==> src/rtl/riscv_pkg.sv <==
// ---------------------------------------------------------------------------
// riscv_pkg
// Shared constants for the RISC-V core front end.
//   XLEN       : architectural register / instruction word width
//   PC_W       : program-counter and instruction-memory byte-address width
//   NOP_INSTR  : bubble word, addi x0,x0,0
//   OP_*       : major opcodes, kept here so the decoder can reuse them
// ---------------------------------------------------------------------------
package riscv_pkg;

    localparam int XLEN = 32;
    localparam int PC_W = 16;

    localparam logic [XLEN-1:0] NOP_INSTR = 32'h0000_0013;

    localparam logic [6:0] OP_IMM = 7'b0010011;
    localparam logic [6:0] BRANCH = 7'b1100011;
    localparam logic [6:0] JAL    = 7'b1101111;
    localparam logic [6:0] JALR   = 7'b1100111;

    // Instruction addresses are word aligned; any set bit in [1:0] is a
    // misaligned target.
    function automatic logic is_misaligned(input logic [1:0] low_bits);
        return |low_bits;
    endfunction

endpackage

==> src/rtl/fetch_stage_if.sv <==
// ---------------------------------------------------------------------------
// fetch_stage_if
// Bundles the fetch stage's control inputs, the instruction-memory bus and
// the IF/ID outputs toward the decoder.
//   master : the fetch stage (drives imem_addr and the IF/ID outputs)
//   slave  : the environment (pipeline control, memory and decoder)
// Handshake semantics: there is no valid/ready pair on the memory side; the
// memory answers imem_addr combinationally in the same cycle. Toward the
// decoder, ifid_valid marks a real instruction and stall is the decoder's
// "not ready": while stall=1 (and no redirect) the IF/ID contents are held.
// ---------------------------------------------------------------------------
interface fetch_stage_if
    import riscv_pkg::*;
#(
    parameter int PC_W  = riscv_pkg::PC_W,
    parameter int CNT_W = 32
) ();

    logic             stall;
    logic             redirect;
    logic [PC_W-1:0]  redirect_pc;
    logic [PC_W-1:0]  imem_addr;
    logic [XLEN-1:0]  imem_instr;
    logic [XLEN-1:0]  ifid_instr;
    logic [PC_W-1:0]  ifid_pc;
    logic             ifid_valid;
    logic             misalign;
    logic [CNT_W-1:0] fetch_count;

    modport master (
        input  stall,
        input  redirect,
        input  redirect_pc,
        input  imem_instr,
        output imem_addr,
        output ifid_instr,
        output ifid_pc,
        output ifid_valid,
        output misalign,
        output fetch_count
    );

    modport slave (
        output stall,
        output redirect,
        output redirect_pc,
        output imem_instr,
        input  imem_addr,
        input  ifid_instr,
        input  ifid_pc,
        input  ifid_valid,
        input  misalign,
        input  fetch_count
    );

endinterface

==> src/rtl/fetch_stage_ifid_reg.sv <==
// ---------------------------------------------------------------------------
// fetch_stage_ifid_reg (module ifid_reg)
// IF/ID pipeline register with flush/hold/load controls.
//   clk, rst_n : clock, asynchronous active-low reset
//   i_flush    : insert a bubble (NOP, valid=0); pc field is kept
//   i_hold     : keep current contents
//   i_instr    : instruction to load when neither flush nor hold
//   i_pc       : PC of i_instr
//   o_instr, o_pc, o_valid : registered outputs to the decoder
// Priority: flush > hold > load.
// ---------------------------------------------------------------------------
module ifid_reg
    import riscv_pkg::*;
#(
    parameter int              PC_W      = riscv_pkg::PC_W,
    parameter logic [XLEN-1:0] NOP_INSTR = riscv_pkg::NOP_INSTR
) (
    input  logic            clk,
    input  logic            rst_n,
    input  logic            i_flush,
    input  logic            i_hold,
    input  logic [XLEN-1:0] i_instr,
    input  logic [PC_W-1:0] i_pc,
    output logic [XLEN-1:0] o_instr,
    output logic [PC_W-1:0] o_pc,
    output logic            o_valid
);

    logic [XLEN-1:0] r_instr;
    logic [PC_W-1:0] r_pc;
    logic            r_valid;

    always_ff @(posedge clk or negedge rst_n) begin
        if (!rst_n) begin
            r_instr <= NOP_INSTR;
            r_pc    <= '0;
            r_valid <= 1'b0;
        end else if (i_flush) begin
            // Bubble: the pc field deliberately keeps its old value.
            r_instr <= NOP_INSTR;
            r_valid <= 1'b0;
        end else if (!i_hold) begin
            r_instr <= i_instr;
            r_pc    <= i_pc;
            r_valid <= 1'b1;
        end
    end

    assign o_instr = r_instr;
    assign o_pc    = r_pc;
    assign o_valid = r_valid;

endmodule

==> src/rtl/fetch_stage.sv <==
// ---------------------------------------------------------------------------
// fetch_stage
// Instruction-fetch stage: owns the PC, drives it as a byte address to a
// zero-latency instruction memory and captures the returned word into the
// IF/ID register. Handles decoder stalls, branch/jump redirects, flags
// misaligned redirect targets and counts delivered instructions.
//   clk, rst_n : clock, asynchronous active-low reset
//   bus        : fetch_stage_if.master
//                in : stall, redirect, redirect_pc, imem_instr
//                out: imem_addr, ifid_instr, ifid_pc, ifid_valid,
//                     misalign, fetch_count
// Per edge priority: redirect > stall > advance.
// ---------------------------------------------------------------------------
module fetch_stage
    import riscv_pkg::*;
#(
    parameter int              PC_W      = riscv_pkg::PC_W,
    parameter logic [PC_W-1:0] RESET_PC  = '0,
    parameter logic [XLEN-1:0] NOP_INSTR = riscv_pkg::NOP_INSTR,
    parameter int              CNT_W     = 32
) (
    input  logic          clk,
    input  logic          rst_n,
    fetch_stage_if.master bus
);

    logic [PC_W-1:0]  r_pc;
    logic             r_misalign;
    logic [CNT_W-1:0] r_fetch_count;

    logic [PC_W-1:0]  w_pc_next;
    logic [CNT_W-1:0] w_count_next;
    logic             w_misalign_next;
    logic             w_advance;

    assign w_advance = !bus.redirect && !bus.stall;

    always_comb begin
        w_pc_next       = r_pc;
        w_count_next    = r_fetch_count;
        w_misalign_next = 1'b0;
        if (bus.redirect) begin
            // Target is forced to word alignment; the dropped bits only
            // raise the misalign pulse.
            w_pc_next       = {bus.redirect_pc[PC_W-1:2], 2'b00};
            w_misalign_next = is_misaligned(bus.redirect_pc[1:0]);
        end else if (w_advance) begin
            // Wraps modulo 2^PC_W with no flag.
            w_pc_next = r_pc + PC_W'(4);
            if (r_fetch_count != '1) begin
                w_count_next = r_fetch_count + CNT_W'(1);
            end
        end
    end

    always_ff @(posedge clk or negedge rst_n) begin
        if (!rst_n) begin
            r_pc          <= RESET_PC;
            r_misalign    <= 1'b0;
            r_fetch_count <= '0;
        end else begin
            r_pc          <= w_pc_next;
            r_misalign    <= w_misalign_next;
            r_fetch_count <= w_count_next;
        end
    end

    ifid_reg #(
        .PC_W      (PC_W),
        .NOP_INSTR (NOP_INSTR)
    ) u_ifid_reg (
        .clk     (clk),
        .rst_n   (rst_n),
        .i_flush (bus.redirect),
        .i_hold  (bus.stall),
        .i_instr (bus.imem_instr),
        .i_pc    (r_pc),
        .o_instr (bus.ifid_instr),
        .o_pc    (bus.ifid_pc),
        .o_valid (bus.ifid_valid)
    );

    // Memory is combinational, so the address is the PC itself.
    assign bus.imem_addr   = r_pc;
    assign bus.misalign    = r_misalign;
    assign bus.fetch_count = r_fetch_count;

endmodule

==> src/flat_wrapper.sv <==
// flat-port wrapper written by rule: the top's interface ports become plain ports
module fetch_stage_flat import riscv_pkg::*;
#(
    parameter int              PC_W      = riscv_pkg::PC_W,
    parameter logic [PC_W-1:0] RESET_PC  = '0,
    parameter logic [XLEN-1:0] NOP_INSTR = riscv_pkg::NOP_INSTR,
    parameter int              CNT_W     = 32
)
  (clk, rst_n, bus_stall, bus_redirect, bus_redirect_pc, bus_imem_instr, bus_imem_addr, bus_ifid_instr, bus_ifid_pc, bus_ifid_valid, bus_misalign, bus_fetch_count);
  fetch_stage_if #(.PC_W(PC_W), .CNT_W(CNT_W)) bus_i ();
  input  logic clk;
  input  logic rst_n;
  input wire logic [$bits(bus_i.stall)-1:0] bus_stall;
  input wire logic [$bits(bus_i.redirect)-1:0] bus_redirect;
  input wire logic [$bits(bus_i.redirect_pc)-1:0] bus_redirect_pc;
  input wire logic [$bits(bus_i.imem_instr)-1:0] bus_imem_instr;
  output wire logic [$bits(bus_i.imem_addr)-1:0] bus_imem_addr;
  output wire logic [$bits(bus_i.ifid_instr)-1:0] bus_ifid_instr;
  output wire logic [$bits(bus_i.ifid_pc)-1:0] bus_ifid_pc;
  output wire logic [$bits(bus_i.ifid_valid)-1:0] bus_ifid_valid;
  output wire logic [$bits(bus_i.misalign)-1:0] bus_misalign;
  output wire logic [$bits(bus_i.fetch_count)-1:0] bus_fetch_count;
  assign bus_i.stall = bus_stall;
  assign bus_i.redirect = bus_redirect;
  assign bus_i.redirect_pc = bus_redirect_pc;
  assign bus_i.imem_instr = bus_imem_instr;
  assign bus_imem_addr = bus_i.imem_addr;
  assign bus_ifid_instr = bus_i.ifid_instr;
  assign bus_ifid_pc = bus_i.ifid_pc;
  assign bus_ifid_valid = bus_i.ifid_valid;
  assign bus_misalign = bus_i.misalign;
  assign bus_fetch_count = bus_i.fetch_count;
  fetch_stage #(.PC_W(PC_W), .RESET_PC(RESET_PC), .NOP_INSTR(NOP_INSTR), .CNT_W(CNT_W)) u_core (.clk(clk), .rst_n(rst_n), .bus(bus_i));
endmodule
==> config.mk <==
export PLATFORM = sky130hd
export DESIGN_NAME = fetch_stage_flat
export DESIGN_NICKNAME = d
export VERILOG_FILES = /design/src/rtl/riscv_pkg.sv /design/src/rtl/fetch_stage_if.sv /design/src/rtl/fetch_stage_ifid_reg.sv /design/src/rtl/fetch_stage.sv /design/src/flat_wrapper.sv
export SDC_FILE = /design/constraint.sdc
export NUM_CORES = 1
export LEC_CHECK = 0
export CORE_MARGIN = 4
export CORE_UTILIZATION = 45
export CTS_CLUSTER_SIZE = 28
export DETAILED_ROUTE_END_ITERATION = 10
export GPL_TIMING_DRIVEN = 0
export PLACE_DENSITY_LB_ADDON = 0.25
export SLEW_MARGIN = 20
export SYNTH_ARGS = -nofsm -noshare
export SYNTH_HDL_FRONTEND = slang
export SYNTH_HIERARCHICAL = 1
export SYNTH_SLANG_ARGS = --single-unit
==> constraint.sdc <==
create_clock -name clk -period 2.07 [get_ports clk]
set_input_delay 0.3105 -clock clk [delete_from_list [all_inputs] [get_ports clk]]
set_output_delay 0.3105 -clock clk [all_outputs]
set_load 0.01 [all_outputs]
; Word-level counts from Yosys, hierarchy flattened
; Index checks and enable logic that the tools add are counted.
[classes]
n_addsub = 2
n_eq_ne = 2
mux = 7
bitwise_logic = 2
reduce_logical = 7
[ops]
columns = op, count
row1 = 32-bit 2-to-1 mux, 2
row2 = "32-bit by 1-bit adder with 32-bit output, second input constant", 1
row3 = 16-bit 2-to-1 mux, 2
row4 = "32-bit inequality test, second input constant", 1
row5 = "16-bit by 3-bit adder with 16-bit output, second input constant", 1
row6 = 1-bit 2-to-1 mux, 3
row7 = 3-bit AND reduction, 1
row8 = 1-bit zero test, 2
row9 = "2-bit by 1-bit inequality test with 1-bit output, second input constant", 1
row10 = 1-bit NOT, 2
row11 = 2-bit AND reduction, 1
row12 = 2-bit nonzero test, 1
row13 = 2-bit OR reduction, 1
row14 = 1-bit logical AND, 1
[word_totals]
regBits = 98
inputBits = 52
out_inout_bits = 98
elab_cells = 26

; Logic depth before layout (Yosys ltp)
; Gate-level depths: netlist of the first run.
[logic_depth]
depth_word = 4
ltp_mapped = 7
depth_no_buf = 6

; Modules after synthesis
; Netlist of the first run, hierarchy kept.
[modules_own_cells]
columns = mod, n_inst, cells_each, area_each_um2, seq_area_each_um2
row1 = fetch_stage, 1, 217, 2331.0, 1176.1
row2 = ifid_reg, 1, 141, 1999.4, 1229.9

; Worst setup path after synthesis of the first run
; No wires, ideal clock.
[synth_path]
path_type = register -> register
start = register u_core.r_fetch_count[16], in the netlist u_core/bus.fetch_count[16]
end = register u_core.r_fetch_count[18], in the netlist u_core/bus.fetch_count[18]
setup_ps = 129
arrival_ps = 1754
required_ps = 1941
path_slack_ps = 187
path_stages_with_launch = 7
path_buffers = 1
period_less_slack_ps = 1883
cell_sequence = dfrtp_1 nand4_2 nor4_4 and3b_1 buf_4 and3_1 xor2_1
[synth_between]
elab_chain_len = 2
word_cells_on_any_way = 3
classes_between = add/sub (1) / eq/ne (1) / reduce/logical (1)
[synth_rtl]
columns = item, line
row1 = from (decl), fetch_stage.sv:29  ; logic [CNT_W-1:0] r_fetch_count;
row2 = from (signal assigned), fetch_stage.sv:64  ; r_fetch_count <= w_count_next;
row3 = branches (longest 2 deep; another with 32-bit by 1-bit adder with 32-bit output), -
; Parallel ways; which one is timed is not known.
; A chain may end at the register's enable or synchronous reset.

; Final worst setup path of the first run
[layout_path]
start = input port bus_stall
end = register u_core.r_fetch_count[23], in the netlist u_core/bus.fetch_count[23]
[layout_between]
elab_chain_len = 3
[layout_rtl]
columns = item, line
row1 = from (decl), flat_wrapper.sv:13  ; input wire logic [$bits(bus_i.stall)-1:0] bus_stall;
row2 = 1-bit zero test, fetch_stage.sv:36  ; assign w_advance = !bus.redirect && !bus.stall;
row3 = 1-bit logical AND, fetch_stage.sv:36
row4 = 3-bit AND reduction (no line), -
; Every way passes these cells.

==> results of run 1 <==
[registers in the layout, indices dropped and copies added (netlist names)]
register	count
u_core/bus.fetch_count	32
u_core/bus.imem_addr	14
u_core/bus.misalign	1
u_core/u_ifid_reg/o_instr	32
u_core/u_ifid_reg/o_pc	16
u_core/u_ifid_reg/o_valid	1
[Yosys cell counts (all sizes together)]
| cell | count | share of area |
|---|---|---|
| and2b | 1 | 0.0017 |
| a21oi | 1 | 0.0012 |
| and3b | 2 | 0.0040 |
| buf | 10 | 0.022 |
| a211o | 3 | 0.0061 |
| nor2b | 4 | 0.0058 |
| xor2 | 11 | 0.022 |
| or2 | 1 | 0.0014 |
| nor2 | 38 | 0.037 |
| dfstp | 3 | 0.018 |
| a21boi | 1 | 0.0026 |
| and4 | 1 | 0.0020 |
| nand2 | 28 | 0.024 |
| or4b | 1 | 0.0032 |
| nand4b | 1 | 0.0020 |
| nand4 | 23 | 0.035 |
| mux2 | 18 | 0.055 |
| inv | 2 | 0.0017 |
| a2111oi | 1 | 0.0064 |
| o21a | 1 | 0.0017 |
| and3 | 10 | 0.014 |
| nor4 | 2 | 0.0098 |
| nand3 | 10 | 0.012 |
| conb | 1 | 0.00087 |
| clkbuf | 6 | 0.0052 |
| dfrtp | 93 | 0.54 |
| and2 | 4 | 0.0058 |
| ha | 2 | 0.0058 |
| mux2i | 30 | 0.069 |
| nand2b | 1 | 0.0014 |
| xnor2 | 32 | 0.065 |
| o21ai | 14 | 0.016 |
| a211oi | 1 | 0.0029 |
| nor3 | 1 | 0.0012 |
[path summary, 6_finish.rpt]
check,cells after the start,endpoint,slack (ns)
max in group asynchronous,3,u_core/u_ifid_reg/o_instr[4]$_DFFE_PN1P_,1.02
min in group clk,1,u_core/bus.fetch_count[0]$_DFFE_PN0P_,0.51
setup / recovery,5,u_core/bus.fetch_count[23]$_DFFE_PN0P_,0.05
setup reg to reg,5,u_core/bus.fetch_count[23]$_DFFE_PN0P_,0.07
hold reg to reg,1,u_core/bus.fetch_count[0]$_DFFE_PN0P_,0.51
hold / removal,2,u_core/u_ifid_reg/o_pc[11]$_DFFE_PN0P_,0.37
[routing by layer]
layer / wire length (um) / vias up / global-route usage
met5: 0 / - / 0
met4: 88 / 0 / 0.0620
met3: 647 / 8 / 0.0419
met2: 5280 / 123 / 0.311
met1: 4540 / 1624 / 0.252
li1: - / 1562 / -
[per-stage QoR]
stage	power, uW	utilization	setup slack [ns]
after floorplan	2640	-	0.187
after global placement	3220	0.644	-2.87
after detailed placement	3260	0.647	-0.322
after CTS	4530	0.670	0.0549
after global routing	4710	0.674	-0.00645
final	4480	0.674	0.0515
[layout make-up]
cell class              instances  area, sq um  area share
multi-input cells             247         1820       0.291
inverters                       2         7.51     0.00120
clock buffers                  12          155      0.0248
clock inverters                 4         53.8     0.00860
well taps                     129          161      0.0258
flip-flops and latches         96         2410       0.385
repair buffers                152         1530       0.245
plain buffers                  16          118      0.0188
[cell families after synthesis]
family / Yosys count / synth area share
fa+ha+maj: 2 / 0.00578
compound gates: 22 / 0.0370
xor+xnor: 43 / 0.0870
buf+inv: 18 / 0.0289
mux: 48 / 0.125
other cells: 1 / 0.000866
flops: 96 / 0.556
simple gates: 128 / 0.160
[placed cells by master, fill, tap and decap left out, drive strengths merged, types with 11 or more instances in the layout]
master / count
clkbuf: 18
clkdlybuf4s50: 146
xor2: 11
nor2: 38
nand2: 28
dfrtp: 93
xnor2: 32
buf: 15
mux2i: 30
o21ai: 14
mux2: 18
nand4: 23
[power breakdown]
part	switching, uW	leakage (uW)	internal [uW]
combinational	399	0.00140	609
sequential	164	0.00124	2060
clock	624	0.0000988	628
[timing repair]
| action | in CTS | in global routing |
|---|---|---|
| gates resized for setup | 0 | 2 |
| setup endpoints to repair | 0 | 15 |
| buffers inserted | 0 | 3 |
| hold buffers | 1 | 0 |
| hold endpoints to repair | 23 | 0 |
==> results.ini, run 1 <==
[clock_tree]
cts.sinks=96
insertion_delay_ns=0.35
cts.path.max_buffers=2
path_clk_slew_ns=0.10
htreeDepth=3
numCtsBuffers=9
cts-root-buf=clkbuf_8
cts_tree=built

[job]
maxCapViolCount=0

[sta]
fin_worst_skew_ns=0.0154
hold_viol=0
drv_slew=0
fin_setup_tns_ns=0
fmax_mhz=495
min_period_ns=2.02
finalSetupViolCount=0
hold_slack_ns=0.369
rsz0062_at_grt=yes
fin_crit_sh=0.975

[floorplanning]
die_w_um=106
rows=35
ios=150
coreArea_sq_um=9280
die_h_um=106
initial_utilization=0.466
die_area_sq_um=11300

[place]
dp_hpwl_um=7830
place_inst=638
place.port_buffers=147
gp_congestion=0.755
dpl_cell_area_sq_um=6000

[routing]
vias=3317
drc=0
drt_iter0_markers=120
vias_per_cell=5.04
firstDrtPassIters=4
antenna_left=0
wl_um=10600
wl_per_cell_um=16.0

[synthesis]
synth_area_per_cell_sq_um=12.1
syn_area_sq_um=4330
seq_area_frac_synth=0.556
postSynthCellCount=358
yosys_warnings=6
synth.distinct_cells=42
yosys_register_bits=96

[grt]
grt_start_max_net_pins=74
grt_overflow=0
antenna_found_initial=0
grt_pass1_vias=3373
grt_pass1_wl_um=17100
track_usage=0.190

[worst_setup_path]
cp_slowest_stage_delay_ns=0.64
cp_top_family=simple AND/OR/NAND/NOR gates
crit_fanout=8
setup.worst_path.class=input port to flip-flop
worst-path-buf-inv=1
slowest_stage=or4b_4
worstSetupStartpointType=input port
crit_path_end_kind=flip-flop
r2r_start=u_core/bus.fetch_count[12]$_DFFE_PN0P_
cp_cell_sequence=clkdlybuf4s50_1, or4b_4, a211oi_2, nand4_1, xnor2_1
worst_ep_required_time_ns=2.30
startpoint=bus_stall
crit_arrival_ns=2.25

[finish]
final_cell_area_sq_um=6250
syn_to_final_growth_pct=44.4
stdcell_count=658
fin_nets=578
drive_above_1_share=0.112
nFillCells=740
diodes=0

[power_and_ir_drop]
p_per_area_nw_per_um2=716
vdd_drop_max_uv=662
p_leak_uw=0.00274

[hold_path]
hold_path.class=input port to async pin

[outcome]
status=completed

Note: power is estimated with default switching activity, not from simulation.
==> run 2, diff against run 1 <==
Settings changed: CELL_PAD_IN_SITES_DETAIL_PLACEMENT set to 1, CELL_PAD_IN_SITES_GLOBAL_PLACEMENT set to 2, CORE_UTILIZATION 45 to 28.
==> results.ini, run 2 (synthesis results as in run 1) <==
[outcome]
status=completed

[place]
gp_congestion=0.722  ; -4.4%
dpl_cell_area_sq_um=6080  ; +1.2%
place.port_buffers=147  ; unchanged
dp_hpwl_um=8780  ; +12%

[sta]
hold_viol=0  ; unchanged
relSlewSlack=0.650
worstMarginPinSlew_ns=0.525
fin_worst_skew_ns=0.00648  ; -0.00891 ns
fmax_mhz=520  ; +4.9%
finalSetupViolCount=0  ; unchanged
fin_crit_sh=0.929  ; -0.0459
drv_slew=0  ; unchanged
min_period_ns=1.92  ; -0.0949 ns

[clock_tree]
htreeDepth=3  ; unchanged
path_clk_slew_ns=0.07  ; -0.03 ns
cts-root-buf=clkbuf_16
insertion_delay_ns=0.35  ; about the same
cts.path.max_buffers=2  ; unchanged
cts.sinks=96  ; unchanged
cts_tree=built
numCtsBuffers=9  ; unchanged

[routing]
drc=0  ; unchanged
antenna_left=0  ; unchanged
wl_um=12000  ; +14%
vias=3299  ; -0.54%
firstDrtPassIters=4  ; unchanged
drt_iter0_markers=113  ; -5.8%
vias_per_cell=4.57  ; -9.4%
wl_per_cell_um=16.7  ; +4.0%

[finish]
layout_commonest_cell=clkdlybuf4s50_1
syn_to_final_growth_pct=50.0
drive_above_1_share=0.122  ; +0.0104
final_cell_mix=145 x clkdlybuf4s50_1, 92 x dfrtp_1, 37 x nor2_1, 32 x xnor2_1, 30 x mux2i_1
final_cell_area_sq_um=6500  ; +3.9%
fin_util=0.427  ; -0.246
fin_nets=582  ; +0.69%

[worst_setup_path]
worst_r2r_endpoint=u_core/bus.fetch_count[18]$_DFFE_PN0P_
crit_top_cell=buf_4
crit_fanout=7  ; -1
r2r_slack_ns=0.15  ; +0.08 ns
slowest_stage=dfrtp_1
worstSetupEndpoint=u_core/bus.fetch_count[18]$_DFFE_PN0P_
worst_ep_required_time_ns=2.34  ; +0.04 ns
setup.worst_path.class=flip-flop to flip-flop
crit_arrival_ns=2.20  ; -0.05 ns
cp.depth=8  ; +3
worst-path-buf-inv=2  ; +1
cp_slowest_stage_delay_ns=0.43  ; -0.21 ns
r2r_start=u_core/bus.fetch_count[0]$_DFFE_PN0P_
reg2regPathDepth=8  ; +3
startpoint=u_core/bus.fetch_count[0]$_DFFE_PN0P_
worstSetupStartpointType=flip-flop
crit_path_end_kind=flip-flop
cp_cell_sequence=ha_4, nand3_1, nor4_4, buf_4, and3b_1, buf_4, and3_1, xor2_1
cp_top_family=simple AND/OR/NAND/NOR gates

[floorplanning]
initial_utilization=0.285  ; -0.182
ios=150  ; unchanged
coreArea_sq_um=15200  ; +64%
die_area_sq_um=17500  ; +56%
die_h_um=132  ; +25%
rows=45  ; +29%
die_w_um=132  ; +25%

[power_and_ir_drop]
vdd_drop_max_uv=412  ; -38%
p_leak_uw=0.00283  ; +3.2%
p_per_area_nw_per_um2=781  ; +9.0%

[grt]
grt_start_max_net_pins=66  ; -11%
track_usage=0.142  ; -0.0478
grt_pass1_vias=3692  ; +9.5%
grt_pass1_wl_um=19800  ; +16%
antenna_found_initial=1  ; +1
grt_overflow=0  ; unchanged

[job]
maxCapViolCount=0  ; unchanged

[hold_path]
hold_path.class=input port to async pin

[run 2: how the worst min path moves through the flow]
| stage | slack, ns | depth (start not counted) | end |
|---|---|---|---|
| after global placement | 0.49 | 1 | u_core/bus.fetch_count[15]$_DFFE_PN0P_ |
| after CTS | 0.42 | 2 | u_core/u_ifid_reg/o_pc[10]$_DFFE_PN0P_ |
| after global routing | 0.44 | 2 | u_core/u_ifid_reg/o_pc[10]$_DFFE_PN0P_ |
| final | 0.43 | 2 | u_core/u_ifid_reg/o_pc[10]$_DFFE_PN0P_ |
| after floorplan | 0.01 | 0 | u_core/bus.fetch_count[0]$_DFFE_PN0P_ |
| after detailed placement | 0.22 | 1 | u_core/u_ifid_reg/o_pc[10]$_DFFE_PN0P_ |
[run 2: final cells by class]
class,instances,area [sq um]
fill,1647,8710
tap,188,235
sequential,96,2410
buffer,16,120
clock buffer,9,225
multi-input combinational,247,1840
antenna,1,2.50
inverter,2,7.51
timing repair buffer,156,1570
clock inverter,7,95.1
[run 2: repair_timing]
| action | 4_1_cts | 5_1_grt |
|---|---|---|
| pin swaps | 1 | 5 |
| hold buffers | 1 | 0 |
| endpoints found under the setup margin | 4 | 24 |
| gates cloned | 0 | 0 |
| endpoints found under the hold margin | 31 | 0 |
| setup buffers | 0 | 7 |
| resized for setup | 0 | 8 |
[run 2: layer usage]
metal,vias up,GRT usage,wire [um]
met1,1636,0.175,5260
met4,0,0.0306,83
met2,92,0.236,5950
met3,5,0.0569,751
li1,1566,-,-
met5,-,0,0
[run 2: where the power goes]
group          internal [uW]  switching (uW)  leakage [uW]  total [uW]
Combinational            625             409       0.00143        1030
Clock                   1060             739      0.000156        1800
Sequential              2060             182       0.00124        2240
[run 2: metrics by stage]
| step | setup slack (ns) | power (uW) | setup TNS (ns) | std cells | hold WS, ns |
|---|---|---|---|---|---|
| final | 0.146 | 5070 | 0 | 722 | 0.426 |
| after global routing | -0.0129 | 5330 | -0.0172 | 722 | 0.444 |
| after CTS | -0.0148 | 5140 | -0.0353 | 714 | 0.419 |
| after detailed placement | -0.400 | 3280 | -6.51 | 697 | 0.220 |
| after global placement | -3.13 | 3250 | -302.17 | 696 | 0.486 |
| after floorplan | 0.187 | 2640 | 0 | 361 | 0.0149 |
==> run 3, diff against run 2 <==
Settings changed: CORE_UTILIZATION 28 to 39, DONT_BUFFER_PORTS set to 1.
==> results.ini, run 3 (synthesis results as in run 1) <==
[routing]
antenna_left=0  ; unchanged
wl_um=9970  ; -17%
firstDrtPassIters=4  ; unchanged
wl_per_cell_um=19.1  ; +15%
drc=0  ; unchanged
vias_per_cell=5.27  ; +15%
vias=2749  ; -17%
drt_iter0_markers=87  ; -23%

[worst_setup_path]
cp_top_family=simple AND/OR/NAND/NOR gates
crit_arrival_ns=2.24  ; +0.04 ns
reg2regPathDepth=6  ; -2
cp.depth=6  ; -2
crit_path_end_kind=flip-flop
slowest_stage=dfrtp_1
worstSetupStartpointType=flip-flop
worst_ep_required_time_ns=2.32  ; -0.02 ns
cp_slowest_stage_delay_ns=0.49  ; +0.06 ns
r2r_start=u_core/bus.fetch_count[21]$_DFFE_PN0P_
crit_fanout=7  ; unchanged
worst_r2r_endpoint=u_core/bus.fetch_count[18]$_DFFE_PN0P_
worst-path-buf-inv=1  ; -1
r2r_slack_ns=0.08  ; -0.07 ns
cp_cell_sequence=nand4_1, nor4_4, and3b_1, buf_4, and3_1, xor2_1
setup.worst_path.class=flip-flop to flip-flop

[floorplanning]
ios=150  ; unchanged
coreArea_sq_um=10800  ; -29%
initial_utilization=0.399  ; +0.115
die_h_um=113  ; -14%
die_w_um=113  ; -14%
die_area_sq_um=12900  ; -27%
rows=38  ; -16%

[clock_tree]
cts-root-buf=clkbuf_8
cts.path.max_buffers=2  ; unchanged
numCtsBuffers=9  ; unchanged
cts_tree=built
cts.sinks=96  ; unchanged
htreeDepth=3  ; unchanged
path_clk_slew_ns=0.09  ; +0.02 ns
insertion_delay_ns=0.36  ; about the same

[finish]
final_cell_mix=80 x dfrtp_1, 37 x nor2_1, 32 x xnor2_1, 30 x mux2i_1, 28 x nand2_1
nFillCells=1189  ; -28%
regArea_sq_um=2420  ; +0.62%
drive_above_1_share=0.194  ; +0.0718
fin_nets=431  ; -26%
fin_util=0.444  ; +0.0162
layout_commonest_cell=dfrtp_1
diodes=0  ; -1
syn_to_final_growth_pct=11.0
multi_input_area_sq_um=1840  ; +0.27%

[grt]
grt_overflow=0  ; unchanged
grt_pass1_vias=3097  ; -16%
grt_pass1_wl_um=16200  ; -18%
track_usage=0.159  ; +0.0170
grt_start_max_net_pins=97  ; +47%
antenna_found_initial=0  ; -1

[power_and_ir_drop]
p_per_area_nw_per_um2=840  ; +7.6%
vdd_drop_max_uv=467  ; +13%
p_leak_uw=0.00217  ; -23%
power.internal_uw=2920  ; -22%
switching_share=0.277  ; +0.0152
power_frac_seq=0.586  ; +0.145
switchingPower_uw=1120  ; -16%
clockPowerShare=0.314  ; -0.041
pwr-share-comb=0.100  ; -0.104

[sta]
min_period_ns=1.99  ; +0.0671 ns
fin_setup_tns_ns=0  ; unchanged
fmax_mhz=502  ; -3.4%
drv_slew=0  ; unchanged
fin_crit_sh=0.962  ; +0.0324
finalSetupViolCount=0  ; unchanged
hold_slack_ns=-0.367  ; -0.793 ns
fin_worst_skew_ns=0.0122  ; +0.00572 ns
hold_viol=96  ; +96

[place]
place.port_buffers=0  ; -100%
gp_congestion=0.723  ; +0.12%
dp_hpwl_um=7280  ; -17%

[hold_path]
hold_path.class=input port to async pin

[job]
maxCapViolCount=0  ; unchanged

[outcome]
violations=negative hold slack
status=finished with violations

-- run 3: cell types whose count changed in the layout (fill, tap and decap cells not counted), sizes merged --
| cell | delta |
|---|---|
| dlygate4sd3 | -1 |
| buf | -4 |
| clkbuf | +2 |
| dlymetal6s2s | -1 |
| diode | -1 |
| clkdlybuf4s50 | -145 |
| clkinvlp | -1 |
| bufinv | -1 |
-- run 3: layout make-up --
class	count	share of cell area
Sequential cell	96	0.504
Multi-Input combinational cell	247	0.383
Tap cell	140	0.0364
Clock buffer	11	0.0315
Buffer	16	0.0245
Clock inverter	5	0.0112
Timing Repair Buffer	5	0.00781
Inverter	2	0.00156
-- run 3: worst max-delay path by stage --
stage                                                        end  slack (ns)                                   start
after CTS                 u_core/bus.fetch_count[18]$_DFFE_PN0P_       0.007  u_core/bus.fetch_count[14]$_DFFE_PN0P_
after global placement    u_core/bus.fetch_count[29]$_DFFE_PN0P_       -0.04  u_core/bus.fetch_count[12]$_DFFE_PN0P_
after global routing      u_core/bus.fetch_count[26]$_DFFE_PN0P_      -0.003   u_core/bus.fetch_count[2]$_DFFE_PN0P_
final                     u_core/bus.fetch_count[18]$_DFFE_PN0P_        0.08  u_core/bus.fetch_count[21]$_DFFE_PN0P_
after detailed placement  u_core/bus.fetch_count[29]$_DFFE_PN0P_       -0.08  u_core/bus.fetch_count[12]$_DFFE_PN0P_
after floorplan           u_core/bus.fetch_count[18]$_DFFE_PN0P_        0.19  u_core/bus.fetch_count[16]$_DFFE_PN0P_
-- run 3: metrics by stage --
| step | hold slack, ns | area, sq um | instances | worst slack (ns) | power, uW |
|---|---|---|---|---|---|
| global placement | 0.0172 | 4520 | 501 | -0.0442 | 2750 |
| global route | -0.405 | 4810 | 522 | -0.00322 | 4270 |
| CTS | -0.390 | 4750 | 519 | 0.00680 | 4070 |
| detailed placement | 0.0178 | 4520 | 501 | -0.0759 | 2780 |
| finish | -0.367 | 4810 | 522 | 0.0793 | 4040 |
| floorplan | 0.0149 | 4340 | 361 | 0.187 | 2640 |
-- run 3: power groups by stage --
stage               Combinational (uW)  Clock [uW]  Sequential (uW)
global placement                   371           0             2380
CTS                                399        1310             2360
detailed placement                 392           0             2390
global route                       458        1410             2400
floorplan                          323           0             2320
finish                             405        1270             2370
-- run 3: what timing repair did --
action / in CTS / in global routing
setup buffers: 2 / 3
resized for setup: 6 / 12
pin swaps: 2 / 3
hold endpoints to repair: 96 / 96
setup endpoints to repair: 15 / 24
-- run 3: routing by layer --
metal / wire length [um] / up-vias / GRT usage
li1: - / 1263 / -
met1: 4140 / 1388 / 0.195
met2: 4940 / 86 / 0.261
met3: 732 / 12 / 0.0509
met4: 157 / 0 / 0.0625
met5: 0 / - / 0
